<file path="src/rtl/writeback_register_file.sv">
// Write-back stage and 32 x 32-bit architectural register file for the MIPS pipeline.
// Define WB_REGFILE_BYPASS_EN to forward the committing value to a matching read port in the same cycle.
module writeback_register_file (
  input  logic        clk,
  input  logic        reset,
  input  logic        memToRegInput,
  input  logic        regWriteInput,
  input  logic [31:0] dataMemoryInput,
  input  logic [31:0] aluResultInput,
  input  logic [4:0]  regWriteAddressInput,
  input  logic [4:0]  readAddressAInput,
  input  logic [4:0]  readAddressBInput,
  output logic [31:0] readDataAOutput,
  output logic [31:0] readDataBOutput,
  output logic [31:0] writeDataOutput,
  output logic [31:0] writeCountOutput
);

  // r0 is hardwired to zero, so only r1..r31 have storage.
  logic [31:0] regs [1:31];
  logic [31:0] write_count;
  logic [31:0] write_data;
  logic        commit;

  assign write_data       = memToRegInput ? dataMemoryInput : aluResultInput;
  assign writeDataOutput  = write_data;
  assign writeCountOutput = write_count;

  // Reset is folded into the commit term so the bypass never forwards a dropped write.
  assign commit = reset && regWriteInput && (regWriteAddressInput != 5'd0);

  // NOTE: the storage array is explicitly cleared on reset because software
  // observes every register reading 0 afterwards; most RAM-style arrays are
  // left unreset, but this one is small flops, not a macro.
  always_ff @(posedge clk) begin
    if (!reset) begin
      for (int i = 1; i < 32; i++) begin
        // NOTE: non-blocking assignments in clocked logic so every flop
        // samples pre-edge values regardless of statement order.
        regs[i] <= '0;
      end
      write_count <= '0;
    end else if (commit) begin
      regs[regWriteAddressInput] <= write_data;
      write_count                <= write_count + 32'd1;
    end
  end

  function automatic logic [31:0] stored_value(input logic [4:0] addr);
    stored_value = (addr == 5'd0) ? 32'd0 : regs[addr];
  endfunction

  always_comb begin
    // NOTE: defaults first so no path leaves an output unassigned (no latch).
    readDataAOutput = stored_value(readAddressAInput);
    readDataBOutput = stored_value(readAddressBInput);
`ifdef WB_REGFILE_BYPASS_EN
    if (commit && (readAddressAInput == regWriteAddressInput)) readDataAOutput = write_data;
    if (commit && (readAddressBInput == regWriteAddressInput)) readDataBOutput = write_data;
`else
    // Without bypass, decode sees the old value; the hazard unit covers the gap.
`endif
  end

endmodule

</file>
<file path="config.mk">
export PLATFORM = sky130hd
export DESIGN_NAME = writeback_register_file
export DESIGN_NICKNAME = d
export VERILOG_FILES = /design/src/rtl/writeback_register_file.sv
export SDC_FILE = /design/constraint.sdc
export NUM_CORES = 2
export LEC_CHECK = 0
export ABC_AREA = 1
export CORE_MARGIN = 2
export CORE_UTILIZATION = 40
export DETAILED_ROUTE_END_ITERATION = 6
export SETUP_SLACK_MARGIN = 0.15
export SLEW_MARGIN = 20
export SYNTH_ARGS = -nofsm -noshare
export SYNTH_HDL_FRONTEND = slang
export SYNTH_SLANG_ARGS = --single-unit
</file>
<file path="constraint.sdc">
create_clock -name clk -period 2.8 [get_ports clk]
set_clock_uncertainty 0.2 [all_clocks]
set_input_delay 0.28 -clock clk [delete_from_list [all_inputs] [get_ports clk]]
set_output_delay 0.28 -clock clk [all_outputs]
set_load 0.01 [all_outputs]
</file>
==> metrics.cfg <==
[run_status]
outcome=complete, but fails checks
violations=DRC

[clock_network]
cts.sinks=1056
htree_levels=3
clockBufferDepth=3
path_clk_slew_ns=0.06
insertion_delay_ns=0.74
cts_buffers=117
tritoncts=yes
ctsRootBufferMaster=clkbuf_16

[timing]
grt_setup_unrepaired=true
slew_headroom=0.454
setup_ws_ns=0.0800
drv_slew=0
fin_worst_hold_slack_ns=0.0411
finalSetupViolCount=0
timing.final.crit_share=0.971
hold_viol=0
period_minus_slack_ns=2.72
setup-tns-final_ns=0
clock.fmax_mhz=368
worst_pin_slew_ns=0.818

[floorplan]
core_um2=146000
ios=211
rows=140
initial_utilization=0.403
die_x_um=387
die_area_um2=150000
die_h_um=387

[global_routing]
antenna_found_initial=5
met1_usage=0.427
grt_pass1_vias=55600
top_usage_layer=met2
grt_overflow=0
grt_use_total=0.321
use_met3=0.0758
grt_first_pass_wirelength_mm=361
grt_start_max_net_pins=57
gr-usage-met2=0.484

[route]
drt-pass1-iter-count=7
ant_nets=0
drt_wl_total_mm=248
vias=58200
viasPerCell=5.87
drtIter0Drc=8573
drc=4
routedWlPerCell_um=25.0

[cells_and_area]
area_growth_pct=24.2
fin_nets=7999
layout_commonest_cell=nand2_1
post-route-util=0.501
postLayoutCellArea_um2=73000
mostFrequentLayoutCells=nand2_1 (2509), nand3_1 (1372), nor2_1 (1228)
drive_above_1_share=0.156
fillers=13700

[placement]
numPortBuffers=210
dp_hpwl_mm=159
gp_congestion=0.946
dpl_worst_slack_ns=-0.296
placedInstanceArea_um2=67500

[setup_path]
endpoint_kind=output pin
worstPathArrival_ns=2.24
worstPathRequired_ns=2.32
worstSetupPathType=reg -> out
start_kind=flip-flop
rr_worst_depth=7
cp_max_fo=2

[worst_hold_path]
holdPathStages=4
hold_path_class=in -> reg

[logic_synthesis]
ys_types=32
ys_ff_latch=1056
avgSynthCellArea_um2=7.76
syn-cell-area_um2=58800
syn_inst=7577
yosysWarnings=0
synth_seq_area_share=0.534

[power_and_ir_drop]
p_per_area_nw_per_um2=580
peakVddDrop_mv=0.500
p_leak_nw=30.8

[flow_run]
cap_viol_max_count=0

-- per-stage QoR --
step           power, mW  std cells
2_1_floorplan       22.2       7608
3_3_place_gp        25.6       9682
4_1_cts             42.0       9906
6_report            42.3       9926
5_1_grt             43.4       9925
3_5_place_dp        25.7       9682
-- flip-flops by register name, indices dropped and copies added (netlist names) --
signal and cells:
regs 1024, writeCountOutput 32
-- Yosys cell counts --
master	number	area, um2
o21bai_1	1	7.51
clkinv_1	2	7.51
buf_6	21	236
nand2_4	7	78.8
nor3_2	8	80.1
nand3_1	1444	7230
conb_1	1	3.75
nor3_1	7	35.0
edfxtp_1	1024	30700
nand2_2	1	6.26
nor2_1	1331	5000
nor2_2	1	6.26
a21oi_1	108	541
inv_2	8	30.0
buf_2	244	1220
clkbuf_1	311	1170
xor2_1	2	17.5
nor2_4	2	22.5
inv_4	1	6.26
dfxtp_1	32	641
nand4_1	11	68.8
o21ai_1	32	160
o211ai_1	27	203
and2_1	1	6.26
nor3b_1	1	7.51
xnor2_1	2	17.5
buf_4	6	45.0
inv_1	137	514
ha_1	1	12.5
buf_1	65	244
o21ai_0	102	510
nand2_1	2636	9890
-- per-layer routing --
layer  vias to the layer above  wire length (um)
met4                         0             14600
li1                      25600                 -
met1                     27600             94500
met2                      4190            107000
met3                       789             32000
met5                         -                 0
-- final timing paths --
kind                                      startpoint                    to  slack (ns)
worst min register to register  writeCountOutput[12]  writeCountOutput[12]        0.31
worst min-delay path                   memToRegInput            regs[0][6]        0.04
worst max register to register  writeCountOutput[13]  writeCountOutput[27]        0.75
worst max-delay path                      regs[9][0]    readDataBOutput[0]        0.08
-- power breakdown --
group          internal (mW)  switching [mW]  total [mW]
registers               18.2           0.480        18.7
clock network           9.70            6.71        16.4
logic                   2.46            4.79        7.25
total                   30.3            12.0        42.3
-- what timing repair did --
| action | 4_1_cts | 5_1_grt |
|---|---|---|
| hold buffers | 1 | 0 |
| gates resized for setup | 511 | 154 |
| endpoints found under the hold margin | 21 | 0 |
| buffers inserted | 11 | 16 |
| endpoints found under the setup margin | 64 | 62 |
| gates cloned | 0 | 3 |
| pin swaps | 169 | 149 |
-- area by class of cell --
type / count / area, um2 / area share
clock inverter: 68 / 828 / 0.0113
antenna: 1 / 2.50 / 0.0000343
inverter: 148 / 603 / 0.00826
sequential: 1056 / 31400 / 0.430
timing repair buffer: 835 / 9060 / 0.124
clock buffer: 144 / 3130 / 0.0429
multi-input combinational: 5757 / 25600 / 0.350
tap: 1917 / 2400 / 0.0329
-- worst max-delay path, stage by stage (launching register included) --
cell and delay, ns:
edfxtp_1 0.43, a21oi_2 0.19, o21ai_2 0.09, a21oi_2 0.18, nor2_4 0.07, nor2_4 0.15, buf_6 0.11, nor2_2 0.03
buf_6 0.12, buf_6 0.12
-- kinds of logic after synthesis --
kind of cell / share of synthesized area
other: 0.0000638
buffers and inverters: 0.0591
and+or+nand+nor: 0.382
DFF: 0.534
adders and majority gates: 0.000213
AOI/OAI and AO/OA: 0.0242
xor gates and xnor gates: 0.000596
Power figures use the tool's default switching activity.
